### src/rtl/mult_div_pkg.sv
// Purpose : shared encodings, FSM state type and per-operation metadata for mult_div_seq_32.
// Latency : n/a (types and constants only).
// Backpressure: n/a.
package mult_div_pkg;

    localparam logic [1:0] OP_MULT  = 2'b00;
    localparam logic [1:0] OP_MULTU = 2'b01;
    localparam logic [1:0] OP_DIV   = 2'b10;
    localparam logic [1:0] OP_DIVU  = 2'b11;

    localparam int ITERATIONS = 32;

    typedef enum logic [1:0] {
        IDLE = 2'd0,
        MUL  = 2'd1,
        DIV  = 2'd2,
        FIX  = 2'd3
    } state_t;

    // Everything the FIX cycle needs to know about the operation in flight.
    typedef struct packed {
        logic is_div;    // result is {rem, quot} rather than a product
        logic neg_res;   // negate product / quotient
        logic neg_rem;   // remainder takes the (negative) dividend sign
        logic div_zero;  // divisor was zero
        logic ovf;       // signed 0x80000000 / -1
    } meta_t;

    function automatic logic [31:0] abs32(input logic [31:0] v, input logic neg);
        return neg ? (~v + 32'd1) : v;
    endfunction

endpackage

### src/rtl/mult_div_sign_fix.sv
// Purpose : combinational sign correction of the raw working register, plus divide-by-zero
//           and signed-overflow overrides; feeds hi/lo in the FIX cycle.
// Latency : 0 cycles (pure combinational). Backpressure: none.
// Ports   : acc (raw 64-bit product or {rem, quot}), meta (operation flags) -> hi_fix, lo_fix.
module mult_div_sign_fix
    import mult_div_pkg::*;
#(
    parameter int WIDTH = 32
) (
    input  logic [2*WIDTH-1:0] acc,
    input  meta_t              meta,
    output logic [WIDTH-1:0]   hi_fix,
    output logic [WIDTH-1:0]   lo_fix
);

    logic [2*WIDTH-1:0] prod;
    logic [WIDTH-1:0]   quot;
    logic [WIDTH-1:0]   rem;

    always_comb begin
        prod = meta.neg_res ? (~acc + {{(2*WIDTH-1){1'b0}}, 1'b1}) : acc;
        quot = meta.neg_res ? (~acc[WIDTH-1:0] + {{(WIDTH-1){1'b0}}, 1'b1}) : acc[WIDTH-1:0];
        rem  = meta.neg_rem ? (~acc[2*WIDTH-1:WIDTH] + {{(WIDTH-1){1'b0}}, 1'b1})
                            : acc[2*WIDTH-1:WIDTH];

        hi_fix = prod[2*WIDTH-1:WIDTH];
        lo_fix = prod[WIDTH-1:0];
        if (meta.is_div) begin
            hi_fix = rem;
            lo_fix = quot;
            // A zero divisor already leaves |a| in the remainder (restored to a's sign
            // above); only the quotient needs forcing to all ones.
            if (meta.div_zero) begin
                lo_fix = '1;
            end
            if (meta.ovf) begin
                lo_fix = {1'b1, {(WIDTH-1){1'b0}}};
                hi_fix = '0;
            end
        end
    end

endmodule

### src/rtl/mult_div_seq_32.sv
// Purpose : sequential 32-bit mult/multu/div/divu unit, radix-2 shift-add / restoring divide.
// Latency : 33 cycles from the accept edge to done (1 cycle for div/divu without divider).
// Backpressure: start is only sampled while idle; a start during busy is dropped, not queued.
// Ports   : clock, reset (async, active-high); start/op/a/b request; busy, done pulse, hi/lo result.
// Config  : define MULT_DIV_DIVIDER_EN to build the divider; otherwise div ops return 0 after one cycle.
module mult_div_seq_32
    import mult_div_pkg::*;
#(
    parameter int WIDTH = 32
) (
    input  logic             clock,
    input  logic             reset,
    input  logic             start,
    input  logic [1:0]       op,
    input  logic [WIDTH-1:0] a,
    input  logic [WIDTH-1:0] b,
    output logic             busy,
    output logic             done,
    output logic [WIDTH-1:0] hi,
    output logic [WIDTH-1:0] lo
);

    localparam logic [4:0] LAST_ITER = 5'(ITERATIONS - 1);

    state_t             state;
    logic [4:0]         cnt;
    logic [2*WIDTH-1:0] acc;     // multiply: {partial, multiplier}; divide: {rem, quot}
    logic [WIDTH-1:0]   opnd;    // multiplicand or divisor magnitude
    meta_t              meta;

    logic               is_signed;
    logic               a_neg;
    logic               b_neg;
    logic [WIDTH-1:0]   a_abs;
    logic [WIDTH-1:0]   b_abs;
    logic [WIDTH:0]     mul_sum;
    logic [2*WIDTH-1:0] mul_next;
    logic [WIDTH-1:0]   hi_fix;
    logic [WIDTH-1:0]   lo_fix;

    always_comb begin
        is_signed = ~op[0];
        a_neg     = is_signed & a[WIDTH-1];
        b_neg     = is_signed & b[WIDTH-1];
        a_abs     = abs32(a, a_neg);
        b_abs     = abs32(b, b_neg);
        // Carry out of the add is shifted back in as the new MSB.
        mul_sum   = {1'b0, acc[2*WIDTH-1:WIDTH]} + {1'b0, opnd};
        mul_next  = acc[0] ? {mul_sum, acc[WIDTH-1:1]} : {1'b0, acc[2*WIDTH-1:1]};
    end

`ifdef MULT_DIV_DIVIDER_EN
    logic [WIDTH+1:0]   div_diff;
    logic [2*WIDTH-1:0] div_next;
    logic               ovf_det;

    always_comb begin
        // The shifted remainder can need WIDTH+1 bits when the divisor is above 2^(WIDTH-1).
        div_diff = {1'b0, acc[2*WIDTH-1:WIDTH-1]} - {2'b00, opnd};
        div_next = div_diff[WIDTH+1] ? {acc[2*WIDTH-2:0], 1'b0}
                                     : {div_diff[WIDTH-1:0], acc[WIDTH-2:0], 1'b1};
        ovf_det  = is_signed && (a == {1'b1, {(WIDTH-1){1'b0}}}) && (b == '1);
    end
`endif

    mult_div_sign_fix #(.WIDTH(WIDTH)) u_sign_fix (
        .acc    (acc),
        .meta   (meta),
        .hi_fix (hi_fix),
        .lo_fix (lo_fix)
    );

    always_ff @(posedge clock or posedge reset) begin
        if (reset) begin
            state <= IDLE;
            cnt   <= '0;
            acc   <= '0;
            opnd  <= '0;
            meta  <= '0;
            busy  <= 1'b0;
            done  <= 1'b0;
            hi    <= '0;
            lo    <= '0;
        end else begin
            done <= 1'b0;
            case (state)
                IDLE: begin
                    if (start) begin
                        busy <= 1'b1;
                        cnt  <= '0;
                        if (op[1]) begin
`ifdef MULT_DIV_DIVIDER_EN
                            acc   <= {{WIDTH{1'b0}}, a_abs};
                            opnd  <= b_abs;
                            meta  <= '{1'b1, a_neg ^ b_neg, a_neg, (b == '0), ovf_det};
                            state <= DIV;
`else
                            // No divider: a zeroed register yields hi = lo = 0 in FIX.
                            acc   <= '0;
                            opnd  <= '0;
                            meta  <= '0;
                            state <= FIX;
`endif
                        end else begin
                            acc   <= {{WIDTH{1'b0}}, b_abs};
                            opnd  <= a_abs;
                            meta  <= '{1'b0, a_neg ^ b_neg, 1'b0, 1'b0, 1'b0};
                            state <= MUL;
                        end
                    end
                end
                MUL: begin
                    acc <= mul_next;
                    cnt <= cnt + 5'd1;
                    if (cnt == LAST_ITER) begin
                        state <= FIX;
                    end
                end
                DIV: begin
`ifdef MULT_DIV_DIVIDER_EN
                    acc <= div_next;
                    cnt <= cnt + 5'd1;
                    if (cnt == LAST_ITER) begin
                        state <= FIX;
                    end
`else
                    state <= IDLE;
`endif
                end
                FIX: begin
                    hi    <= hi_fix;
                    lo    <= lo_fix;
                    done  <= 1'b1;
                    busy  <= 1'b0;
                    state <= IDLE;
                end
                default: state <= IDLE;
            endcase
        end
    end

endmodule

### config.mk
export PLATFORM = sky130hd
export DESIGN_NAME = mult_div_seq_32
export DESIGN_NICKNAME = d
export VERILOG_FILES = /design/src/rtl/mult_div_pkg.sv /design/src/rtl/mult_div_sign_fix.sv /design/src/rtl/mult_div_seq_32.sv
export SDC_FILE = /design/constraint.sdc
export NUM_CORES = 1
export LEC_CHECK = 0
export CORE_UTILIZATION = 35
export DETAILED_ROUTE_END_ITERATION = 16
export PLACE_DENSITY = 0.56
export SLEW_MARGIN = 5
export SYNTH_ARGS = -nofsm -noshare
export SYNTH_HDL_FRONTEND = slang
export SYNTH_SLANG_ARGS = --single-unit
export TNS_END_PERCENT = 20
### constraint.sdc
create_clock -name clock -period 6.5 [get_ports clock]
set_input_delay 0.65 -clock clock [delete_from_list [all_inputs] [get_ports clock]]
set_output_delay 0.65 -clock clock [all_outputs]
set_load 0.1 [all_outputs]
==> impl_metrics.yaml, run 1 <==
worst_setup_path:
  start_kind: "register"
  worstSetupPathType: "reg -> reg"
  path_buf_inv: 1
  end_kind: "register"
  critPathMaxStageDelay_ns: 0.84
  cp_max_fo: 7
  path_delay_family: "compound AO/OA/AOI/OAI gates"
  cp_cell_sequence: "ha_1, inv_1, fa_1, nand2b_1, a21oi_1, o211ai_1, o211a_1, o41ai_1, nand4_1, mux2i_1, o311ai_0"
  crit_arrival_ns: 3.82
  cp_slowest_cell: "o41ai_1"
  crit_required_ns: 6.78
detailed_routing:
  drt-wirelength-per-cell_um: 17.7
  vias_per_cell: 5.36
  wirelength_um: 31000
  vias: 9376
  firstDrtPassIters: 5
  drcViolationCount: 0
  drt_iter0_markers: 705
  ant_nets: 0
power:
  seqPwrFrac_pct: 29.6
  intPower_w: 0.00340
  power.switching_w: 0.00389
  vdd_drop_max_v: 0.000229
  sw_frac_of_total_pct: 53.4
  power_frac_comb_pct: 56.0
  leakage_nw: 5.25
  p_per_area_mw_per_mm2: 562
  power_w: 0.00729
  p_clk_share_pct: 14.4
clock_tree:
  post-cts-setup-buffers: 0
  cts_root_buf: "clkbuf_16"
  cts.clk_slew.worst_paths_ns: 0.07
  htree_levels: 4
  clock_path_buffers: 2
  clock_sinks: 170
  cts_resized: 0
  ctsHoldBuffers: 0
  cts_tree: "built"
  clk_latency_ns: 0.44
  numCtsBuffers: 17
sta:
  finalCritPeriodShare_pct: 54.5
  tightest_slew_ns: 1.10
  setup_viol: 0
  fmax_mhz: 282
  grt_setup_unrepaired: "no"
  fin_skew_ns: 0.0117
  fin_setup_tns_ns: 0
  fin_crit_ns: 3.54
  relSlewSlack_pct: 26.8
  hold_violations: 0
  layout_setup_ws_ns: 2.96
  drv_slew: 0
synth:
  synth_mux_area_share_pct: 0.931
  ys_seq_area_share_pct: 39.6
  synth_compound_area_share_pct: 23.0
  synth_cells: 1254
  synth_area_mm2: 0.0107
  postSynthNetCount: 1361
  synthArstFlopShare_pct: 100
  yosys.area_share.adder_pct: 4.49
  synth_top_family_by_area: "compound AO/OA/AOI/OAI gates"
  synth-simple-area-share_pct: 16.2
  yosys_most_used_dff: "dfrtp_1"
  synth-edff-count: 0
  yosysUniqueCellTypes: 60
  synth.avg_cell_area_um2: 8.57
  yosysWarningCount: 0
  synth_xor_area_share_pct: 12.2
  ys_seq_elements: 170
place:
  portBuffers: 134
  dp_hpwl_um: 23400
  place_ws_ns: 2.78
  gp_congestion: 0.896
finish:
  diodes: 0
  fill_cells: 3019
  final_common_cell: "o21ai_0"
  area_growth_pct: 20.8
  final_layout_size_suffix_gt1_share_pct: 4.49
  layout_common_cells: "o21ai_0 (173), nand2_1 (169), dfrtp_1 (169)"
  nets: 1455
global_routing:
  globalRouteOverflowTotal: 0
  grt_max_degree: 106
  grt_pass1_wl_um: 49600
  grt_pass1_vias: 8753
  grt_antenna_before_repair: 0
  gr-usage-all-layers_pct: 20.4
floorplanning:
  die_h_um: 177
  core_mm2: 0.0300
  fp.dieArea_mm2: 0.0314
  io_pins: 135
  row_count: 63
  start_util_pct: 35.9
  die_x_um: 177
run_status:
  status: "completed"
run:
  cap_violations: 0
min_path:
  hp-class: "reg -> reg"
## worst paths after layout
kind                            endpoint  slack, ns  depth (start not counted)    start
worst min register to register    hi[28]       0.48                          2   hi[28]
worst min-delay path              hi[28]       0.48                          2   hi[28]
worst max-delay path             acc[59]       2.96                         11  acc[32]
worst max register to register   acc[59]       2.96                         11  acc[32]
min in group asynchronous         lo[14]       0.62                          2    reset
max in group asynchronous        meta[3]       4.66                          3    reset
## synthesized netlist by cell type (all sizes together), types with 3 or more instances
cell type	count	area share (%)
nand3	19	0.88
xor2	89	7.3
and2	4	0.23
clkbuf	63	2.2
o41ai	13	1.1
o21bai	4	0.28
a31oi	6	0.35
xnor2	61	5.0
or2	3	0.17
nor3	16	0.79
nor4	16	0.93
o211ai	6	0.42
o22ai	16	0.93
o21a	3	0.21
nand2	172	6.0
nor2	76	2.7
inv	24	0.84
or3	17	1.1
ha	37	4.3
o31ai	32	2.4
buf	4	0.35
nor2b	11	0.64
mux2i	10	0.93
a21oi	97	4.5
a21o	9	0.63
dfrtp	170	40
nand2b	11	0.64
a22oi	33	2.3
and3	7	0.41
or4	11	0.84
nand4	9	0.52
o21ai	177	8.2
## tightest hold or removal path, delay by kind of cell, from the launching register on
kind | cells | cell delay (ns)
AND/OR/NAND/NOR | 1 | 0.04
flip-flops | 1 | 0.34
AO/OA/AOI/OAI | 1 | 0.06
## cells by family after synthesis
logic type,after synthesis
adders and majority gates,38
buffers and inverters,94
xor gates and xnor gates,150
DFF,170
muxes,10
and+or+nand+nor,376
AOI/OAI and AO/OA,416
## final cells by class
type	count	area, µm²	area share, %
Inverter	25	98.8	0.762
Timing Repair Buffer	144	1420	10.9
Clock buffer	19	453	3.49
Clock inverter	12	141	1.09
Sequential cell	170	4260	32.8
Tap cell	390	488	3.76
Multi-Input combinational cell	990	6130	47.2
## power groups by stage
stage | Clock, W | Combinational [W] | Sequential [W]
2_1_floorplan | 0 | 0.00193 | 0.00319
3_3_place_gp | 0 | 0.00407 | 0.00215
3_5_place_dp | 0 | 0.00409 | 0.00216
4_1_cts | 0.00108 | 0.00410 | 0.00214
5_1_grt | 0.00111 | 0.00444 | 0.00223
6_report | 0.00105 | 0.00409 | 0.00216
## sequential cells by signal, summed over array words and instances, names as in the netlist
register	cells
acc	64
lo	32
done	1
cnt	5
busy	1
opnd	32
state	2
hi	32
meta	1
## layer usage
layer	vias up	GRT usage [%]	part of all wire, %
li1	4693	-	-
met1	4439	31.6	52
met2	227	29.7	43
met3	17	2.32	4.0
met4	0	4.96	1.0
met5	-	0	0
## through the flow
step	std cells	hold slack [ns]	utilization, %	instance area, µm²
2_1_floorplan	1254	0.453	-	10700
3_3_place_gp	1719	0.463	41.3	12400
3_5_place_dp	1719	0.471	41.3	12400
4_1_cts	1750	0.487	43.3	13000
5_1_grt	1750	0.504	43.3	13000
6_report	1750	0.479	43.3	13000
No activity file was read; power rests on OpenSTA's default activity.
==> run 2: changes to the inputs <==
--- a/config.mk
+++ b/config.mk
@@ -7,7 +7,7 @@
 export LEC_CHECK = 0
 export CORE_UTILIZATION = 35
 export DETAILED_ROUTE_END_ITERATION = 16
-export PLACE_DENSITY = 0.56
+export PLACE_DENSITY = 0.58
 export SLEW_MARGIN = 5
 export SYNTH_ARGS = -nofsm -noshare
 export SYNTH_HDL_FRONTEND = slang
==> constraint.sdc (replaced) <==
create_clock -name clock -period 2.9 [get_ports clock]
set_input_delay 0.29 -clock clock [delete_from_list [all_inputs] [get_ports clock]]
set_output_delay 0.29 -clock clock [all_outputs]
set_load 0.1 [all_outputs]
==> impl_metrics.yaml, run 2 (synthesized netlist as in run 1, its figures left out) <==
sta:
  setup_viol: 0
  grt_setup_unrepaired: "yes"
  fin_setup_tns_ns: 0
  tightest_slew_ns: 0.771
  hold_violations: 0
  relSlewSlack_pct: 48.4
  drv_slew: 0
  fin_skew_ns: 0.0178
  fin_crit_ns: 2.83
  finalCritPeriodShare_pct: 97.4
  fmax_mhz: 354
floorplanning:
  die_h_um: 177
  io_pins: 135
  row_count: 63
  core_mm2: 0.0300
  start_util_pct: 35.9
  fp.dieArea_mm2: 0.0314
  die_x_um: 177
finish:
  postLayoutCoreUtil_pct: 45.4
  nets: 1545
  fin_cells: 1841
  diodes: 0
  multiInputGateArea_mm2: 0.00619
  largest_register: "acc"
  largest_reg_flops: 64
  area_growth_pct: 26.4
  layout_common_cells: "o21ai_0 (172), nand2_1 (169), dfrtp_1 (169)"
  final_common_cell: "o21ai_0"
  regArea_mm2: 0.00426
  postLayoutCellArea_mm2: 0.0136
  fill_cells: 2982
  final_layout_size_suffix_gt1_share_pct: 15.6
min_path:
  hp-class: "in -> async"
worst_setup_path:
  cp_max_fo: 3
  start_kind: "register"
  cp_cell_sequence: "or3_4, or4_4, or4_4, or3_4, or3_4, o31ai_4, xor2_1, o21ai_1"
  critPathMaxStageDelay_ns: 0.43
  r2r_end: "hi[31]"
  cp_common_cell: "or3_4"
  crit_arrival_ns: 3.16
  cp_slowest_cell: "or4_4"
  r2r_start: "acc[49]"
  reg2reg_slack_ns: 0.07
  end_kind: "register"
  reg2reg_depth: 8
  crit_required_ns: 3.24
  worstSetupPathType: "reg -> reg"
run:
  cap_violations: 0
global_routing:
  gr-usage-all-layers_pct: 21.1
  grt_antenna_before_repair: 0
  globalRouteOverflowTotal: 0
  grt_max_degree: 114
  grt_pass1_vias: 9232
  grt_pass1_wl_um: 51400
detailed_routing:
  wirelength_um: 32200
  drt_iter0_markers: 701
  vias: 9757
  vias_per_cell: 5.30
  ant_nets: 0
  firstDrtPassIters: 5
  drt-wirelength-per-cell_um: 17.5
  drcViolationCount: 0
clock_tree:
  numCtsBuffers: 17
  cts_tree: "built"
  htree_levels: 4
  clock_sinks: 170
  cts_root_buf: "clkbuf_16"
  clk_latency_ns: 0.44
  clock_path_buffers: 2
  post-cts-setup-buffers: 0
  cts.clk_slew.worst_paths_ns: 0.08
  ctsHoldBuffers: 0
power:
  p_per_area_mw_per_mm2: 1250
  leakage_nw: 5.82
  power_w: 0.0170
  vdd_drop_max_v: 0.000505
place:
  placed_cells: 1809
  dp_hpwl_um: 24500
  portBuffers: 134
  post_dp_cell_area_mm2: 0.0129
  gp_congestion: 0.895
run_status:
  status: "completed"
-- run 2: power breakdown --
group	switching, W	internal (W)	total, W
clock network	0.00106	0.00129	0.00235
logic	0.00698	0.00332	0.0103
registers	0.000939	0.00344	0.00438
total	0.00898	0.00805	0.0170
-- run 2: area by class of cell --
type	count	share of cell area, %
timing repair buffer	234	14.5
tap	390	3.59
clock buffer	18	3.16
inverter	25	0.718
sequential	170	31.3
clock inverter	14	1.20
multi-input combinational	990	45.6
-- run 2: layer usage --
layer	track usage (%)	routed length (µm)	up-vias	share of wire, %
li1	-	-	4864	-
met1	32.2	16400	4613	51
met2	30.4	13800	247	43
met3	2.77	1460	33	4.5
met4	6.07	519	0	1.6
met5	0	0	-	0
-- run 2: worst max-delay path by stage --
stage / start / end / cells past startpoint
2_1_floorplan: acc[49] / hi[31] / 8
3_3_place_gp: acc[49] / hi[31] / 8
3_5_place_dp: acc[49] / hi[31] / 8
4_1_cts: opnd[0] / acc[59] / 12
5_1_grt: acc[10] / hi[12] / 7
6_report: acc[49] / hi[31] / 8
-- run 2: through the flow --
stage          setup WS [ns]  hold WS (ns)
5_1_grt              -0.0333         0.433
6_report              0.0743         0.344
4_1_cts               0.0376         0.424
3_5_place_dp          0.0548         0.472
3_3_place_gp          0.0747         0.466
2_1_floorplan      -0.000602         0.386
-- run 2: what timing repair did --
item / CTS / global route
endpoints found under the hold margin: 0 / 0
endpoints found under the setup margin: 0 / 21
resized for setup: 0 / 14
-- run 2: worst max-delay path: cells and delay by family, from the launching register on --
kind | cells | cell delay, ns
compound gates | 2 | 0.25
simple gates | 5 | 1.95
flops | 1 | 0.38
xor+xnor | 1 | 0.17
